--- src/rtl/pipe_stage_reg.sv ---
// Purpose : one pipeline stage register for a packed payload with valid/ready handshake, flush and stall counter.
// Latency : 1 cycle from push to out_valid/out_data.
// Backpressure: holds the payload while out_ready=0. Without the skid buffer, in_ready is !out_valid || out_ready.
//               With the skid buffer, in_ready is decoded from the state flop and one extra payload is parked.
//
// Optional feature: define PIPE_STAGE_SKID_EN to build in the two-entry skid buffer (states EMPTY/FULL/SKID).
//
// Ports:
//   clk, reset_n          clock; asynchronous active-low reset
//   in_valid/in_ready     upstream handshake
//   in_data               upstream payload
//   out_valid/out_ready   downstream handshake
//   out_data              registered payload (NOP_VAL after reset/flush)
//   flush                 synchronous squash of every held payload
//   stall_cnt             saturating count of edges with out_valid=1 and out_ready=0
module pipe_stage_reg #(
    parameter int                 DATA_W  = 32,
    parameter logic [DATA_W-1:0]  NOP_VAL = '0,
    parameter int                 CNT_W   = 16
) (
    input  logic              clk,
    input  logic              reset_n,
    input  logic              in_valid,
    output logic              in_ready,
    input  logic [DATA_W-1:0] in_data,
    output logic              out_valid,
    input  logic              out_ready,
    output logic [DATA_W-1:0] out_data,
    input  logic              flush,
    output logic [CNT_W-1:0]  stall_cnt
);

    typedef enum logic [1:0] {
        EMPTY = 2'd0,
        FULL  = 2'd1,
        SKID  = 2'd2
    } state_t;

    localparam logic [CNT_W-1:0] CNT_MAX = '1;
    localparam logic [CNT_W-1:0] CNT_ONE = {{(CNT_W-1){1'b0}}, 1'b1};

    state_t              state;
    state_t              state_nxt;
    logic [DATA_W-1:0]   data_nxt;
    logic [CNT_W-1:0]    cnt_nxt;
    logic                push;
    logic                pop;

    // Both SKID and FULL present a valid payload; SKID only adds the parked one.
    assign out_valid = (state != EMPTY);

`ifdef PIPE_STAGE_SKID_EN
    logic [DATA_W-1:0]   skid_data;
    logic [DATA_W-1:0]   skid_nxt;

    // Decoded from the state flop only, so no combinational path from out_ready.
    assign in_ready = (state != SKID);
`else
    assign in_ready = !out_valid || out_ready;
`endif

    assign push = in_valid && in_ready;
    assign pop  = out_valid && out_ready;

    always_comb begin
        state_nxt = state;
        data_nxt  = out_data;
        cnt_nxt   = stall_cnt;
`ifdef PIPE_STAGE_SKID_EN
        skid_nxt  = skid_data;
`endif

        // Stall accounting runs regardless of flush.
        if (out_valid && !out_ready && (stall_cnt != CNT_MAX)) begin
            cnt_nxt = stall_cnt + CNT_ONE;
        end

        if (flush) begin
            state_nxt = EMPTY;
            data_nxt  = NOP_VAL;
`ifdef PIPE_STAGE_SKID_EN
            skid_nxt  = NOP_VAL;
`endif
        end else begin
            case (state)
                EMPTY: begin
                    if (push) begin
                        state_nxt = FULL;
                        data_nxt  = in_data;
                    end
                end
                FULL: begin
`ifdef PIPE_STAGE_SKID_EN
                    if (push && !pop) begin
                        // Output is blocked: park the newcomer behind it.
                        state_nxt = SKID;
                        skid_nxt  = in_data;
                    end else if (push && pop) begin
                        data_nxt  = in_data;
                    end else if (pop) begin
                        state_nxt = EMPTY;
                    end
`else
                    if (push) begin
                        data_nxt  = in_data;
                    end else if (pop) begin
                        state_nxt = EMPTY;
                    end
`endif
                end
`ifdef PIPE_STAGE_SKID_EN
                SKID: begin
                    // in_ready is low here, so no push can arrive.
                    if (pop) begin
                        state_nxt = FULL;
                        data_nxt  = skid_data;
                    end
                end
`endif
                default: begin
                    state_nxt = EMPTY;
                    data_nxt  = NOP_VAL;
                end
            endcase
        end
    end

    always_ff @(posedge clk or negedge reset_n) begin
        if (!reset_n) begin
            state     <= EMPTY;
            out_data  <= NOP_VAL;
            stall_cnt <= '0;
        end else begin
            state     <= state_nxt;
            out_data  <= data_nxt;
            stall_cnt <= cnt_nxt;
        end
    end

`ifdef PIPE_STAGE_SKID_EN
    always_ff @(posedge clk or negedge reset_n) begin
        if (!reset_n) begin
            skid_data <= NOP_VAL;
        end else begin
            skid_data <= skid_nxt;
        end
    end
`endif

endmodule

--- config.mk ---
export PLATFORM = sky130hd
export DESIGN_NAME = pipe_stage_reg
export DESIGN_NICKNAME = d
export VERILOG_FILES = /design/src/rtl/pipe_stage_reg.sv
export SDC_FILE = /design/constraint.sdc
export NUM_CORES = 1
export LEC_CHECK = 0
export CAP_MARGIN = 15
export CORE_ASPECT_RATIO = 0.5
export CORE_MARGIN = 5
export CORE_UTILIZATION = 30
export DETAILED_ROUTE_END_ITERATION = 16
export PLACE_DENSITY = 0.68
export SYNTH_ARGS = -nofsm -noshare
export SYNTH_HDL_FRONTEND = slang
export SYNTH_SLANG_ARGS = --single-unit
--- constraint.sdc ---
create_clock -name clk -period 4.7 [get_ports clk]
set_clock_uncertainty 0.1 [all_clocks]
set_input_delay 0.705 -clock clk [delete_from_list [all_inputs] [get_ports clk]]
set_output_delay 0.705 -clock clk [all_outputs]
set_load 0.005 [all_outputs]
# Yosys cells after proc, flatten, opt, wreduce, memory -nomap -nowiden
# Cells that the tools add are included.
# totals
regBits	50
latchBits	0
ram_bits	0
rom_bits	0
in_bits	37
out_inout_bits	50
word_cells	29
memories	0
# op_classes
add_sub_neg	1
mul	0
div	0
order_cmp	0
eq_ne	6
shift	0
n_mux	8
bitwise	0
reduce_logical	11
# ops
op	count
$mux 32	3
$add 16x1->16 const B	1
$ne 16x16->1 const B	1
$ne 3x3->1 const B	3
$mux 2	4
$logic_and 1x1->1	4
$pmux 2 s2	1
$ne 3x1->1 const B	1
$reduce_and 3->1	1
$eq 2x1->1 const B	1
$logic_not 1->1	2
$logic_not 2->1	1
$reduce_bool 2->1	1
$reduce_or 2->1	1
$logic_or 1x1->1	1

# Longest topological paths before layout
# logic_depth
ltp_word	7
mapped_depth	6
mapped_depth_nobuf	5

# Least setup slack after synthesis
# OpenSTA, ideal clock, no wires.
# synth_timing
path_type	input -> register
start	input out_ready
end	register stall_cnt[13]
setup_time_ps	79
arrival_ps	1848
required_ps	4521
setup_slack_ps	2673
cell_stages	6
cell_sequence	nand2b_4 -> buf_6 -> or3_4 -> buf_6 -> nor4_4 -> xor2_1
# synth_between
elab_chain_cells	3
# synth_rtl
element	line	rtl
start: declaration	27	input logic out_ready,
$logic_not 1->1	74	if (out_valid && !out_ready && (stall_cnt != CNT_MAX)) begin
$logic_and 1x1->1 (2 in a row)	74	
end signal: assignment	136	stall_cnt <= cnt_nxt;
end: declaration	30	output logic [CNT_W-1:0] stall_cnt
# No other way between the ends.
# A chain may end at the register's enable or synchronous reset.

# Worst setup path in the final report
# layout_timing
start	input out_ready
end	output in_ready
# layout_between
elab_chain_cells	1
# layout_rtl
element	line	rtl
$logic_or 1x1->1	59	assign in_ready = !out_valid || out_ready;
end: declaration	24	output logic in_ready,
# No other way between the ends.

==> flow_summary.yaml <==
die:
  rows: 20
  core_area_sq_um: 6230
  start_util_pct: 31.8
  ios: 87
  die_x_microns: 125
  die_h_microns: 67.5
  fp.dieArea_sq_um: 8430
global_routing:
  grt_pass1_vias: 1679
  antenna_found_initial: 0
  grt.overflow.total: 0
  grt_max_degree: 50
  grt_pass1_wl_mm: 8.65
  grt.total_usage_pct: 12.5
status:
  status: "finished clean"
clock_tree:
  clk_path_buf_depth: 2
  tritoncts: "done"
  clk_latency_ps: 280
  cts_hold_buf: 0
  cts_buffers: 5
  cts-resized-gates: 0
  cts_root_buffer: "clkbuf_16"
  post-cts-setup-buffers: 0
  cts.clk_slew.worst_paths_ps: 60
  cts-htree-levels: 2
  cts_num_sinks: 49
sta:
  final.min_clock_period_ps: 2640
  relSlewSlack_pct: 53.2
  setup_viol: 0
  rsz0062_at_grt: "no"
  worstMarginPinSlew_ps: 701
  timing.final.crit_share_pct: 56.2
  fin_ws_ps: 2060
  slew_viol_final: 0
  clock.fmax_ghz: 0.379
  hold_ws_ps: 263
  hold_violations: 0
  setup_tns_ps: 0
pwr:
  total_power_mw: 1.04
  vdd_drop_max_mv: 0.178
  p_leak_nw: 1.37
  p_per_area_nw_per_um2: 335
setup_path:
  start_kind: "primary input"
  worstPathArrival_ps: 1830
  cp.required_ps: 3890
  crit_type: "in2out"
  crit_fanout: 8
  worst_setup_path_end_kind: "output port"
  r2r_slack_ps: 2720
route:
  num_vias: 1537
  drc: 0
  vias_per_cell: 4.76
  wl_mm: 5.13
  drtPass1Iterations: 5
  wl_per_cell_microns: 15.9
  final_antenna_net_count: 0
  drtIter0Drc: 114
cells_and_area:
  n_antenna_cell: 0
  post-route-util_pct: 49.6
  nets: 273
  fillers: 541
  area_growth_pct: 55.8
  drive_above_1_share_pct: 8.09
synth:
  syn_avg_cell_area_sq_um: 13.4
  seq_area_frac_synth_pct: 61.8
  postSynthCellCount: 148
  synth-seq-cells: 49
  yosys_warnings: 0
  syn_nets: 186
  synth_top_area_cell: "dfrtp_1"
  synth_area_leaders: "dfrtp_1 62%, a22o_1 14%, xor2_1 4.9%"
  yosysTopAreaCellShare_pct: 61.8
  syn_area_sq_um: 1980
  synth.distinct_cells: 25
placed_design:
  place_ws_ps: 2060
  routabilityCongestion: 0.787
  dp_hpwl_mm: 3.86
  port-buffer-count: 86
flow_run:
  cap_violations: 0
hold_path:
  hp-class: "in2async"
[synthesized netlist by cell type (all sizes together)]
cell and n:
a21oi 2, a22o 32, a41oi 1, and3 1
and4 4, buf 3, clkbuf 6, dfrtp 49
ha 1, inv 1, mux2 2, nand2 9
nand2b 1, nand3 2, nand3b 1, nand4 5
nor2 5, nor3 5, nor4 3, or3 1
xnor2 3, xor2 11
[state kept, by name, indices dropped and copies added, names as in the netlist]
register,cells
out_data,32
state,1
stall_cnt,16
[final cells by class]
class | instances | area [sq um] | share of cell area (%)
sequential | 49 | 1230 | 39.7
inverter | 1 | 3.75 | 0.121
multi-input combinational | 89 | 709 | 23.0
clock buffer | 7 | 143 | 4.62
tap | 88 | 110 | 3.56
timing repair buffer | 89 | 898 | 29.1
[worst paths after layout]
check                             start  cells past startpoint      endpoint
setup / recovery              out_ready                      3      in_ready
min in group clk           stall_cnt[7]                      1  stall_cnt[7]
setup reg to reg           stall_cnt[0]                      4  stall_cnt[1]
max in group asynchronous       reset_n                      2   out_data[6]
hold / removal                  reset_n                      1      state[0]
hold reg to reg            stall_cnt[7]                      1  stall_cnt[7]
[critical path, stage by stage]
cell	delay, ps
clkdlybuf4s50_1	450
nand2b_4	160
clkdlybuf4s50_1	520
[where the power goes]
part,switching [mW],leakage [nW],internal [mW]
logic,0.0648,0.641,0.124
registers,0.0363,0.656,0.460
clock network,0.142,0.0700,0.209
total,0.244,1.37,0.793
[per-stage QoR]
| step | cell area (sq um) | instances |
|---|---|---|
| floorplan | 1980 | 148 |
| detailed placement | 2930 | 315 |
| global route | 3090 | 323 |
| finish | 3090 | 323 |
| CTS | 3070 | 322 |
| global placement | 2910 | 314 |
[cell families (layout without fill, tap and decap cells)]
| group | count (synthesis) | in the layout | share of synthesized area [%] |
|---|---|---|---|
| xor+xnor | 14 | 14 | 6.18 |
| buf+inv | 10 | 97 | 2.71 |
| mux | 2 | 2 | 1.14 |
| simple gates | 37 | 37 | 12.4 |
| compound gates | 35 | 35 | 15.1 |
| flops | 49 | 49 | 61.8 |
| fa+ha+maj | 1 | 1 | 0.631 |
[per-layer routing]
layer	global-route usage [%]	up-vias	wire length [microns]
met2	23.3	23	2790
met3	2.84	7	138
met5	0	-	0
met4	3.65	0	72
li1	-	722	-
met1	15.0	785	2120
[layout by cell type, fill, tap and decap left out, types with 2 or more instances in the layout]
master            n
nor4_4            2
xor2_1           11
nand4_1           5
nor3_1            4
dfrtp_1          49
clkdlybuf4s50_1  85
nand3_1           2
xnor2_1           3
nor2_1            4
a22o_1           32
clkbuf_16         5
nand2_1           9
and4_1            4
mux2_2            2
Power figures use the tool's default switching activity.
==> RTL edit (same flow settings) <==
Change the parameter `CNT_W` from 16 to 14.
--- a/src/rtl/pipe_stage_reg.sv
+++ b/src/rtl/pipe_stage_reg.sv
@@ -16,7 +16,7 @@
 module pipe_stage_reg #(
     parameter int                 DATA_W  = 32,
     parameter logic [DATA_W-1:0]  NOP_VAL = '0,
-    parameter int                 CNT_W   = 16
+    parameter int                 CNT_W   = 14
 ) (
     input  logic              clk,
     input  logic              reset_n,
Ports: changed (resized stall_cnt); port bits go from 87 to 85. No check against the original RTL was run, so the function may have changed too.
==> RTL edit against the original RTL <==
Synthesized area down 6.0%. Utilization is 0.050 points higher. Sequential share of layout area decreased by 0.56 points. Routed wire length is 4.9% lower. Global-route usage about the same. Power grew 4.1%. Critical path depth is 1 higher. Die area is 5.3% lower. Final area fell by 2.7%. Worst setup slack got worse by 120 ps. Synthesized cell count is 4.7% lower. Sequential cell count fell by 2. Combinational power increased by 3%. Register-to-register slack got worse by 40 ps. Largest cell class unchanged.
==> RTL edit: results (changes against the original RTL) <==
----------------------------------------------------
[GRT]
  Met1 capacity usage during global routing ... 0.156 (was 0.150)
  Met2 track utilization from global routing ... 0.220 (was 0.233)
  Overall global routing resource usage ... 0.126 (was 0.125)
  GR met3 Demand/Resource ... 0.0292 (was 0.0284)
  Via count of the first global-routing pass ... 1538 (was 1679)
  Global-route wire length before repair ... 7.94 mm (was 8.65 mm)
  Maximum number of pins on one net before global-route repair ... 48 (was 50)

[Power and ir drop]
  Leak pwr ... 1.34 nW (was 1.37 nW)
  Maximum ir drop on the vdd rail ... 0.210 mV (was 0.178 mV)

[Drt]
  Wire length per cell ... 15.3 µm (was 15.9 µm)
  Violation count after the first detailed-routing iteration ... 99 (was 114)
  1st-pass router iterations ... 4 (was 5)
  Total Routed Length ... 4.87 mm (was 5.13 mm)
  Detailed-route vias per instance ... 4.61 (was 4.76)

[Synth]
  Sequential area share after synthesis ... 0.631 (was 0.618)
  Fraction of synthesized cell area in xor and xnor cells ... 0.0470 (was 0.0618)
  Cell types occupying the most area after synthesis ... sky130_fd_sc_hd__dfrtp_1 63%, sky130_fd_sc_hd__a22o_1 15%, sky130_fd_sc_hd__xor2_1 4.2% (was sky130_fd_sc_hd__dfrtp_1 62%, sky130_fd_sc_hd__a22o_1 14%, sky130_fd_sc_hd__xor2_1 4.9%)
  Share of cell area taken by muxes after synthesis ... 0.00805 (was 0.0114)
  Post-synth net total ... 179 (was 186)
  Cell types with the highest counts after synthesis ... 47 x sky130_fd_sc_hd__dfrtp_1, 32 x sky130_fd_sc_hd__a22o_1, 9 x sky130_fd_sc_hd__xor2_1 (was 49 x sky130_fd_sc_hd__dfrtp_1, 32 x sky130_fd_sc_hd__a22o_1, 11 x sky130_fd_sc_hd__xor2_1)
  Gate Count Post-Synth ... 141 (was 148)

[Status]
  Result of the run ... finished, final reports clean (unchanged)

[Setup path]
  Slowest cell delay on critical path ... 550 ps (was 520 ps)
  Max FO, Critical Path ... 7 (was 8)
  Critical path arrival ... 1960 ps (was 1830 ps)
  Source of the critical timing path ... out_ready (unchanged)

[Placement]
  Half-perimeter wire length after detailed placement ... 3.66 mm (was 3.86 mm)
  Placed cell areas ... 2800 µm² (was 2930 µm²)
  Input/output buffers ... 84 (was 86)
  Number of instances in the placed design ... 308 (was 315)
  Pre-CTS setup slack ... 1840 ps (was 2060 ps)
  Routability Congestion ... 0.708 (was 0.787)

[Finish]
  Share of layout cells above drive strength 1 ... 0.0957 (was 0.0809)
  Total of fill cells in the finished design ... 551 (was 541)
  Registers with the most flip-flops ... out_data: 32 flops, stall_cnt: 14 flops, state: 1 flops (was out_data: 32 flops, stall_cnt: 16 flops, state: 1 flops)

[STA]
  Post-route fraction of the period consumed by the critical path ... 0.588 (was 0.562)
  Actual slew at the worst max-slew pin ... 674 ps (was 701 ps)

[Clock network]
  Clock insertion delay at the later pin of the skew report ... 280 ps (about the same)

----------------------------------------------------
RTL edit: cell count changes after synthesis, sizes merged, moves of 2 or more:
cell,unedited run,this run
nor2,5,9
and4,4,0
xor2,11,9
o21ai,0,3
xnor2,3,1
clkbuf,6,3
dfrtp,49,47
nand2,9,7
RTL edit: worst paths after layout:
check / endpoint / slack [ps] / cells past startpoint
setup / recovery: in_ready / 1940 / 4
hold / removal: state[0]$_DFFE_PN0P_ / 240 / 1
setup reg to reg: stall_cnt[1]$_DFFE_PN0P_ / 2680 / 5
hold reg to reg: out_data[21]$_DFFE_PN0P_ / 400 / 1
max in group asynchronous: stall_cnt[10]$_DFFE_PN0P_ / 3760 / 2
min in group clk: out_data[21]$_DFFE_PN0P_ / 400 / 1
RTL edit: power by group:
group          switching (mW)  leakage (nW)  internal, mW  total, mW
clock                   0.140        0.0868         0.264      0.404
sequential             0.0371         0.623         0.443      0.480
combinational          0.0685         0.633         0.126      0.195
total                   0.246          1.34         0.833       1.08
RTL edit: cell type report:
cell class                      count  area, µm²  area share
Multi-Input combinational cell     86        661       0.220
Clock inverter                      2       35.0      0.0117
Tap cell                           88        110      0.0366
Inverter                            2       7.51     0.00250
Clock buffer                        6        139      0.0462
Timing Repair Buffer               87        878       0.292
Sequential cell                    47       1180       0.391
RTL edit: routing by layer:
layer  wire [µm]  share of wire
met1        2060           0.42
met2        2600           0.53
met3         149          0.031
met4          65          0.013
met5           0              0
RTL edit: logic make-up after synthesis:
kind of cell / count (synthesis)
DFF: 47
AOI/OAI and AO/OA: 38
and+or+nand+nor: 36
adders and majority gates: 1
xor gates and xnor gates: 10
muxes: 1
buffers and inverters: 8
RTL edit: critical path, delay by kind of cell:
kind	cells	cell delay, ps
AND/OR/NAND/NOR	1	60
buffers and inverters	3	1190
